File: src/rtl/saper_pkg.sv
// Shared definitions for the mine-board neighbour counter: FSM states,
// the mine marker value, legal board sizes and the 3x3 neighbourhood offsets.
package saper_pkg;

  typedef enum logic [2:0] {
    ST_IDLE  = 3'd0,
    ST_ISSUE = 3'd1,
    ST_DRAIN = 3'd2,
    ST_WRITE = 3'd3,
    ST_NEXT  = 3'd4,
    ST_DONE  = 3'd5
  } state_e;

  // Value written for a cell that itself holds a mine.
  localparam logic [3:0] CELL_MINE = 4'hF;

  // Legal board edge lengths.
  localparam logic [4:0] SIZE_S = 5'd8;
  localparam logic [4:0] SIZE_M = 5'd10;
  localparam logic [4:0] SIZE_L = 5'd16;

  // Neighbourhood slots: 0..8, slot 4 is the cell itself.
  localparam logic [3:0] SLOT_CENTRE = 4'd4;
  localparam logic [3:0] SLOT_LAST   = 4'd8;

  // Offsets visited in slot order: row above, own row, row below; left to right.
  localparam int OFF_X [0:8] = '{-1, 0, 1, -1, 0, 1, -1, 0, 1};
  localparam int OFF_Y [0:8] = '{-1, -1, -1, 0, 0, 0, 1, 1, 1};

  function automatic logic size_legal(input logic [4:0] n);
    return (n == SIZE_S) || (n == SIZE_M) || (n == SIZE_L);
  endfunction

endpackage

File: src/rtl/neighbour_addr_gen.sv
// Combinational neighbour address generator: cell + slot offset, with
// bounds check against the board size. Out-of-bounds slots yield address 0.
module neighbour_addr_gen
  import saper_pkg::*;
(
  input  logic [4:0] cell_x_i,
  input  logic [4:0] cell_y_i,
  input  logic [3:0] slot_i,
  input  logic [4:0] size_i,
  output logic       in_bounds_o,
  output logic [4:0] rd_x_o,
  output logic [4:0] rd_y_o
);

  int dx;
  int dy;
  int nx;
  int ny;

  // Apply the slot offset and decide whether the neighbour lies on the board.
  always_comb begin
    dx = 0;
    dy = 0;
    if (slot_i <= SLOT_LAST) begin
      dx = OFF_X[slot_i];
      dy = OFF_Y[slot_i];
    end
    nx = int'(cell_x_i) + dx;
    ny = int'(cell_y_i) + dy;
    in_bounds_o = (nx >= 0) && (nx < int'(size_i)) &&
                  (ny >= 0) && (ny < int'(size_i));
    rd_x_o = in_bounds_o ? nx[4:0] : 5'd0;
    rd_y_o = in_bounds_o ? ny[4:0] : 5'd0;
  end

endmodule

File: src/rtl/neighbour_counter.sv
// Mine-board scanner: for every cell (row-major) reads its 3x3 neighbourhood
// from the mine board and writes the neighbour count, or CELL_MINE, to the
// number board. Each cell takes 12 cycles: 9 read slots, drain, write, next.
// Read data returns one cycle after the strobe, so accumulation trails the
// issued slot by one cycle; the drain cycle collects the final slot.
module neighbour_counter
  import saper_pkg::*;
(
  input  logic       clk,
  input  logic       rst,
  input  logic       start,
  input  logic [4:0] dimension_size,
  output logic       mine_rd_en,
  output logic [4:0] mine_rd_x,
  output logic [4:0] mine_rd_y,
  input  logic       mine_rd_data,
  output logic       cnt_wr_en,
  output logic [4:0] cnt_wr_x,
  output logic [4:0] cnt_wr_y,
  output logic [3:0] cnt_wr_data,
  output logic       busy,
  output logic       done,
  output state_e     dbg_state
);

  state_e     state_q, state_d;
  logic [3:0] slot_q, slot_d;
  logic [4:0] x_q, x_d;
  logic [4:0] y_q, y_d;
  logic [4:0] size_q, size_d;
  logic [3:0] count_q, count_d;
  logic       centre_q, centre_d;

  // Tracks the read issued last cycle so its returning data can be credited.
  logic       acc_pend_q;
  logic [3:0] acc_slot_q;

  // Registered outputs.
  logic       rd_en_q, rd_en_d;
  logic [4:0] rd_x_q, rd_x_d;
  logic [4:0] rd_y_q, rd_y_d;
  logic       wr_en_q, wr_en_d;
  logic [4:0] wr_x_q, wr_x_d;
  logic [4:0] wr_y_q, wr_y_d;
  logic [3:0] wr_data_q, wr_data_d;
  logic       busy_q, busy_d;
  logic       done_q, done_d;

  logic       gen_in_bounds;
  logic [4:0] gen_x;
  logic [4:0] gen_y;

  // Address for the slot that will be active next cycle, so the read strobe
  // can be registered and still line up with the state.
  neighbour_addr_gen u_addr_gen (
    .cell_x_i    (x_d),
    .cell_y_i    (y_d),
    .slot_i      (slot_d),
    .size_i      (size_d),
    .in_bounds_o (gen_in_bounds),
    .rd_x_o      (gen_x),
    .rd_y_o      (gen_y)
  );

  // Next-state logic: sequencing, pointer advance and accumulation.
  always_comb begin
    state_d  = state_q;
    slot_d   = slot_q;
    x_d      = x_q;
    y_d      = y_q;
    size_d   = size_q;
    count_d  = count_q;
    centre_d = centre_q;

    if (acc_pend_q) begin
      if (acc_slot_q == SLOT_CENTRE) begin
        centre_d = mine_rd_data;
      end else begin
        count_d = count_q + {3'b000, mine_rd_data};
      end
    end

    case (state_q)
      ST_IDLE: begin
        if (start && size_legal(dimension_size)) begin
          size_d  = dimension_size;
          x_d     = 5'd0;
          y_d     = 5'd0;
          slot_d  = 4'd0;
          state_d = ST_ISSUE;
        end
      end
      ST_ISSUE: begin
        if (slot_q == SLOT_LAST) begin
          slot_d  = 4'd0;
          state_d = ST_DRAIN;
        end else begin
          slot_d = slot_q + 4'd1;
        end
      end
      ST_DRAIN: state_d = ST_WRITE;
      ST_WRITE: state_d = ST_NEXT;
      ST_NEXT: begin
        count_d  = 4'd0;
        centre_d = 1'b0;
        slot_d   = 4'd0;
        if (x_q == size_q - 5'd1) begin
          x_d = 5'd0;
          if (y_q == size_q - 5'd1) begin
            state_d = ST_DONE;
          end else begin
            y_d     = y_q + 5'd1;
            state_d = ST_ISSUE;
          end
        end else begin
          x_d     = x_q + 5'd1;
          state_d = ST_ISSUE;
        end
      end
      ST_DONE: state_d = ST_IDLE;
      default: state_d = ST_IDLE;
    endcase
  end

  // Output decode from the next state, registered below.
  always_comb begin
    rd_en_d   = (state_d == ST_ISSUE) && gen_in_bounds;
    rd_x_d    = rd_en_d ? gen_x : 5'd0;
    rd_y_d    = rd_en_d ? gen_y : 5'd0;
    wr_en_d   = (state_d == ST_WRITE);
    wr_x_d    = wr_en_d ? x_d : 5'd0;
    wr_y_d    = wr_en_d ? y_d : 5'd0;
    wr_data_d = 4'd0;
    if (wr_en_d) begin
      wr_data_d = centre_d ? CELL_MINE : count_d;
    end
    busy_d = (state_d == ST_ISSUE) || (state_d == ST_DRAIN) ||
             (state_d == ST_WRITE) || (state_d == ST_NEXT);
    done_d = (state_d == ST_DONE);
  end

  // State and output registers; reset abandons any scan in progress.
  always_ff @(posedge clk or negedge rst) begin
    if (!rst) begin
      state_q    <= ST_IDLE;
      slot_q     <= 4'd0;
      x_q        <= 5'd0;
      y_q        <= 5'd0;
      size_q     <= 5'd0;
      count_q    <= 4'd0;
      centre_q   <= 1'b0;
      acc_pend_q <= 1'b0;
      acc_slot_q <= 4'd0;
      rd_en_q    <= 1'b0;
      rd_x_q     <= 5'd0;
      rd_y_q     <= 5'd0;
      wr_en_q    <= 1'b0;
      wr_x_q     <= 5'd0;
      wr_y_q     <= 5'd0;
      wr_data_q  <= 4'd0;
      busy_q     <= 1'b0;
      done_q     <= 1'b0;
    end else begin
      state_q    <= state_d;
      slot_q     <= slot_d;
      x_q        <= x_d;
      y_q        <= y_d;
      size_q     <= size_d;
      count_q    <= count_d;
      centre_q   <= centre_d;
      acc_pend_q <= rd_en_q;
      acc_slot_q <= slot_q;
      rd_en_q    <= rd_en_d;
      rd_x_q     <= rd_x_d;
      rd_y_q     <= rd_y_d;
      wr_en_q    <= wr_en_d;
      wr_x_q     <= wr_x_d;
      wr_y_q     <= wr_y_d;
      wr_data_q  <= wr_data_d;
      busy_q     <= busy_d;
      done_q     <= done_d;
    end
  end

  assign mine_rd_en  = rd_en_q;
  assign mine_rd_x   = rd_x_q;
  assign mine_rd_y   = rd_y_q;
  assign cnt_wr_en   = wr_en_q;
  assign cnt_wr_x    = wr_x_q;
  assign cnt_wr_y    = wr_y_q;
  assign cnt_wr_data = wr_data_q;
  assign busy        = busy_q;
  assign done        = done_q;
  assign dbg_state   = state_q;

endmodule

File: config.mk
export PLATFORM = sky130hd
export DESIGN_NAME = neighbour_counter
export DESIGN_NICKNAME = d
export VERILOG_FILES = /design/src/rtl/saper_pkg.sv /design/src/rtl/neighbour_addr_gen.sv /design/src/rtl/neighbour_counter.sv
export SDC_FILE = /design/constraint.sdc
export NUM_CORES = 1
export LEC_CHECK = 0
export BUFFER_PORTS_ARGS = -buffer_cell sky130_fd_sc_hd__buf_2
export CORE_ASPECT_RATIO = 0.8
export CORE_MARGIN = 4
export CORE_UTILIZATION = 35
export DETAILED_ROUTE_END_ITERATION = 10
export HOLD_SLACK_MARGIN = 0.12
export PLACE_DENSITY_LB_ADDON = 0.12
export REMOVE_ABC_BUFFERS = 1
export SYNTH_ARGS = -nofsm -noshare
export SYNTH_HDL_FRONTEND = slang
export SYNTH_HIERARCHICAL = 1
export SYNTH_SLANG_ARGS = --single-unit
File: constraint.sdc
create_clock -name clk -period 5.54 [get_ports clk]
set_clock_uncertainty 0.2 [all_clocks]
set_input_delay 0.831 -clock clk [delete_from_list [all_inputs] [get_ports clk]]
set_output_delay 0.831 -clock clk [all_outputs]
set_load 0.01 [all_outputs]
Yosys cells after proc, flatten, opt, wreduce, memory -nomap -nowiden:

Memories as Yosys holds them, arrays and structs flattened.
Cells that the tools add are included.
Widths: inputs -> output; s select.

* input port bits: 9
* memory bits (read-only): 1024
* register bits: 60
* word-level logic and storage cells: 98
* output and inout bits: 31
* memories kept: 2

* equal/unequal tests: 16
* multiplexer cells: 37
* magnitude comparators: 6
* reduce and logical (&&, ||, !) cells: 11
* $add $sub $neg: 7
* bitwise logic cells: 1

Memory list
* (no name shown): depth 16, width 32, rd ports 1, clocked after Yosys merged registers in 0, wr ports 0, line neighbour_addr_gen.sv:26 `dy = OFF_Y[slot_i];`
* (no name shown): depth 16, width 32, rd ports 1, clocked after Yosys merged registers in 0, wr ports 0, line neighbour_addr_gen.sv:25 `dx = OFF_X[slot_i];`

Operator list (number)
* $mux 32: 6
* $mux 5: 13
* $add 6x32->32: 2
* $ge 32x1->1 const B: 2
* $lt 32x6->1: 2
* $mux 4: 7
* $pmux 5 s2: 2
* $pmux 3 s5: 1
* $eq 3x2->1 const B: 4
* $mux 3: 4
* $pmux 4 s3: 1
* $add 5x1->5 const B: 2
* $eq 5x4->1 const B: 2
* $eq 5x5->1: 2
* $eq 3x3->1 const B: 3
* $eq 3x1->1 const B: 2
* $eq 5x5->1 const B: 1
* $ge 5x5->1 const B: 1
* $logic_and 1x1->1: 5
* $logic_or 1x1->1: 5
* $not 4->5: 1
* $sub 5x1->5 const B: 1
* $add 4x1->4: 1
* $add 4x1->4 const B: 1
* other kinds (5): 7

Logic depth before layout (Yosys ltp):

* depth in word-level cells: 18
* depth in mapped cells: 30
* depth with buffers taken out: 27

Cells and area by module:

Netlist, hierarchy kept.

Modules (own cells, without submodules)
* neighbour_counter: cells an instance 259, seq. area each 1501.4 µm², area each 2777.7 µm², times used 1
* neighbour_addr_gen: cells an instance 169, seq. area each 0.0 µm², area each 1337.5 µm², times used 1

Least setup slack after synthesis:

Ideal clock, no wire load.

* path type: input-to-reg
* start point: input dimension_size[4]
* end point: register rd_x_q[0], in the netlist mine_rd_x[0]
* required time: 5.277 ns
* arrival: 5.688 ns
* cell stages on the path: 25
* buffers on the path: 2
* path slack: -0.411 ns
* library setup time: 0.063 ns
* cell sequence: nor3b_1 -> o211a_1 -> o31ai_1 -> nand2_1 -> o21ai_0 -> inv_1 -> ha_1 -> or2_0 -> a21o_1 -> inv_1 -> ha_1 -> nand3b_1 -> o22ai_1 -> o21ai_0 -> ha_1 -> nor4bb_1 -> nand4_1 -> nor3_1 -> clkbuf_1 -> nand2_1 -> nor3_2 -> nand2b_1 -> a311oi_2 -> buf_6 -> and2_4

* longest elaborated chain between the ends: 18
* elaborated cells on any way between the ends: 39
* those cells by class: 2 x add/sub; 5 x order compare; 4 x eq/ne; 18 x mux; 1 x bitwise; 7 x reduce/logical; 2 x memory

RTL lines
* from (decl): line neighbour_counter.sv:12 `input logic [4:0] dimension_size,`
* $eq 5x4->1: line saper_pkg.sv:31 `return (n == SIZE_S) || (n == SIZE_M) || (n == SIZE_L);`
* $logic_or 1x1->1: line saper_pkg.sv:31
* $logic_or 1x1->1 *: line saper_pkg.sv:31
* $logic_and 1x1->1 *: line neighbour_counter.sv:85 `if (start && size_legal(dimension_size)) begin`
* $mux 4 *: line neighbour_counter.sv:85
* $pmux 4 s3 *: line neighbour_counter.sv:83 `case (state_q)`
* net slot_d[0]: line neighbour_counter.sv:27 `logic [3:0] slot_q, slot_d;`
* $not 4->5 (implied by the code): line neighbour_addr_gen.sv:25, neighbour_addr_gen.sv:26
* [5 not listed]
* $ge 32x1->1 or $lt 32x6->1 (tied branches): line neighbour_addr_gen.sv:30 `in_bounds_o = (nx >= 0) && (nx < int'(size_i)) &&`
* $logic_and 1x1->1 (2 in series): line neighbour_addr_gen.sv:30
* $logic_and 1x1->1 *: line neighbour_addr_gen.sv:31 `(ny >= 0) && (ny < int'(size_i));`
* net gen_in_bounds: line neighbour_counter.sv:49 `logic gen_in_bounds;`
* $logic_and 1x1->1 *: line neighbour_counter.sv:127 `rd_en_d = (state_d == ST_ISSUE) && gen_in_bounds;`
* net rd_en_d: line neighbour_counter.sv:39 `logic rd_en_q, rd_en_d;`
* $mux 5 *: line neighbour_counter.sv:128 `rd_x_d = rd_en_d ? gen_x : 5'd0;`
* net rd_x_d[0]: line neighbour_counter.sv:40 `logic [4:0] rd_x_q, rd_x_d;`
* to (signal assigned): line neighbour_counter.sv:174 `rd_x_q <= rd_x_d;`
* to (decl): line neighbour_counter.sv:40

The timed path passes the listed nets; every way through them passes the cells marked *. The select of a mux whose other input is x is not followed.

Final worst setup path:

* start point: input dimension_size[4]
* end point: register rd_x_q[1], in the netlist mine_rd_x[1]

* longest elaborated chain between the ends: 18
* elaborated cells on any way between the ends: 39
* those cells by class: 2 x add/sub; 5 x order compare; 4 x eq/ne; 18 x mux; 1 x bitwise; 7 x reduce/logical; 2 x memory

RTL lines
* $eq 5x4->1: line saper_pkg.sv:31
* $logic_or 1x1->1: line saper_pkg.sv:31
* $logic_or 1x1->1 *: line saper_pkg.sv:31
* $logic_and 1x1->1 *: line neighbour_counter.sv:85
* $mux 4 *: line neighbour_counter.sv:85
* $pmux 4 s3 *: line neighbour_counter.sv:83
* net slot_d[2]: line neighbour_counter.sv:27
* $not 4->5 (implied by the code): line neighbour_addr_gen.sv:25, neighbour_addr_gen.sv:26
* [4 not listed]
* $add 6x32->32: line neighbour_addr_gen.sv:28 `nx = int'(cell_x_i) + dx;`
* $ge 32x1->1 or $lt 32x6->1 (tied branches): line neighbour_addr_gen.sv:30
* $logic_and 1x1->1 (2 in series): line neighbour_addr_gen.sv:30
* $logic_and 1x1->1 *: line neighbour_addr_gen.sv:31
* net gen_in_bounds: line neighbour_counter.sv:49
* $mux 5 or $logic_and 1x1->1 (tied branches): line neighbour_addr_gen.sv:32, neighbour_counter.sv:127
* $mux 5 *: line neighbour_counter.sv:128
* net rd_x_d[1]: line neighbour_counter.sv:40

Marks and branches as above.

==> out/metrics.cfg <==
[logic_synthesis]
syn_area_um2=4115
yosys_warnings=6
seq_area_frac_synth_pct=36.49
ys_types=64
synth_seq_cells=60
synthCells=428
yosys-top-cells-area=dfrtp_1, ha_1, nor2_1, nor3_2, o21ai_0
synthArstFlopShare_pct=100.0
synth_ff_type=dfrtp_1
synth_edf_count=0
syn-mean-instance-area_um2=9.615
synth_top_area_share_pct=36.49
yosys.area.top_type=dfrtp_1

[finish]
antenna_cells=0
drive_gt1_share_pct=38.37
final_nets=584
seq_area_um2=1501
area_growth_pct=32.90
fill_cells=1093
multi_input_area_um2=2689

[floorplan]
coreArea_um2=11520
die_area_um2=13570
start_util_pct=35.73
die-width_um=129.2
dieHeight_um=105.0
fp-row-count=35
ios=40

[critical_path]
r2r_cells=28
worst-r2r-setup-slack_ps=320
slowest_stage=o211a_1
crit_family=simple AND/OR/NAND/NOR gates
crit_top_cell=buf_4
slowest_delay_ps=300
r2r-start=slot_q[1]
cp.required_ps=5610
worst_r2r_endpoint=mine_rd_x[1]
cp-start-kind=primary input
cp.arrival_ps=5310
path_buf_inv=7
endpoint_kind=flip-flop
worstPathMaxFanout=8
crit_type=primary input to flip-flop

[detailed_routing]
vias=3416
drc=0
vias_per_cell=5.046
routed_wl_um=10170
drtIter0Drc=157
dr.pass1.iters=4
drtAntennaViolNets=0
drt-wirelength-per-cell_um=15.03

[placement]
portBuffers=39
hpwl_um=7647
gp_congestion=0.8001
place_ws_ps=-381.7

[worst_hold_path]
hold_depth=0
hp-class=flip-flop to flip-flop
min_to=acc_pend_q
worstHoldStart=mine_rd_en

[sta]
setup_viol=0
clock.fmax_ghz=0.1908
finalMaxSlewViolations=0
fin_crit_sh_pct=94.60
timing.final.ws_setup_ps=299.1
layout_min_cycle_time_ps=5241
finalHoldViolations=0
tightest_slew_ps=783.2
maxSlewHeadroom_pct=47.68
rsz0062_at_grt=yes

[clock_tree]
cts_sinks=60
cts_max_path_buffers=2
cts_inserted_buffers=9
cts_tree=done
clk-insertion-delay-late_ps=330
cts-root-buf=clkbuf_16
cts_hold_buf=0
clk_pin_slew_ps=60
htree_levels=3

[run]
maxCapViolCount=0

[global_routing]
grt_pass1_wl_um=16180
grt-ovfl-total=0
grtUsageTotal_pct=15.09
grt_pass1_vias=3289
grt_max_degree=61
antenna_found_initial=0

[run_status]
status=completed

sequential cells by signal (all words and copies together), names as in the netlist, 5 cells and up:
signal     cells
cnt_wr_x       5
cnt_wr_y       5
mine_rd_x      5
mine_rd_y      5
size_q         5
x_q            5
y_q            5
final cells by class:
class | instances | share of cell area [%]
flip-flops and latches | 60 | 27.45
clock inverters | 7 | 1.396
multi-input cells | 323 | 49.16
well taps | 148 | 3.386
clock buffers | 9 | 4.118
inverters | 24 | 1.647
repair buffers | 106 | 12.83
worst register-to-register path: cells and delay by family (launching register included):
family	cells	cell delay, ps
flops	1	400
compound gates	5	740
buf+inv	6	830
simple gates	14	2290
fa+ha+maj	3	710
worst max-delay path by stage:
| stage | from | to | slack (ps) | cells past startpoint |
|---|---|---|---|---|
| floorplan | dimension_size[4] | mine_rd_x[0] | -810 | 23 |
| global placement | dimension_size[1] | mine_rd_x[3] | -250 | 27 |
| detailed placement | dimension_size[4] | mine_rd_y[2] | -380 | 26 |
| CTS | dimension_size[1] | mine_rd_y[2] | 10 | 28 |
| global route | slot_q[1] | mine_rd_x[1] | -40 | 27 |
| finish | dimension_size[4] | mine_rd_x[1] | 300 | 27 |
per-stage QoR:
stage	cells	utilization [%]	hold slack (ps)	cell area (µm²)	setup TNS [ps]
2_1_floorplan	407	-	188.0	3999	-8738
3_3_place_gp	651	41.74	157.3	4807	-2651
3_5_place_dp	651	41.74	167.6	4807	-3994
4_1_cts	667	44.40	185.1	5114	0
5_1_grt	677	47.49	196.5	5469	-311.6
6_report	677	47.49	176.2	5469	0
logic make-up (layout without fill, tap and decap cells):
kind of cell	count (synthesis)	count (layout)	synth area share (%)
adders and majority gates	51	51	15.87
muxes	5	5	1.307
buffers and inverters	45	146	5.017
xor gates and xnor gates	18	18	3.831
and+or+nand+nor	169	169	24.08
DFF	60	60	36.49
AOI/OAI and AO/OA	80	80	13.41
layout by cell type, fill, tap and decap left out, drive strengths merged, types with 9 or more instances in the layout:
cell type	instances
buf	106
dfrtp	60
ha	49
nor2	35
nand2	25
inv	25
o21ai	25
nor3	21
nand3	18
and3	12
and2	12
a21oi	12
xor2	10
clkbuf	9
Yosys cell counts (4+ instances only):
library cell,n
a21oi_1,12
buf_6,4
nor2_1,35
nand3b_1,4
o21bai_1,4
nand3_1,18
nor3_1,10
nor2b_1,7
o21ai_1,4
and3_1,12
xnor2_1,8
ha_1,49
clkbuf_1,13
o211ai_1,4
xor2_1,10
o21a_1,6
and2_4,9
a21o_1,4
nand2_1,25
o21ai_0,21
nor3_2,11
dfrtp_1,60
or3_1,4
inv_1,24
nand4_1,4
metal layers:
metal  up-vias  part of all wire, %  track usage [%]
met5         -                    0                0
met4         0                 0.91            4.423
met2        60                   44            22.52
met1      1632                   50            21.49
met3         8                  4.9            3.781
li1       1716                    -                -
timing repair:
| item | in CTS | in global routing |
|---|---|---|
| buffers inserted | 0 | 9 |
| gates cloned | 0 | 1 |
| pin swaps | 1 | 25 |
| gates resized for setup | 2 | 69 |
| setup endpoints to repair | 10 | 11 |
Power is not shown: default switching activity piles up to over one toggle a cycle in this logic, so the estimate is an artifact.
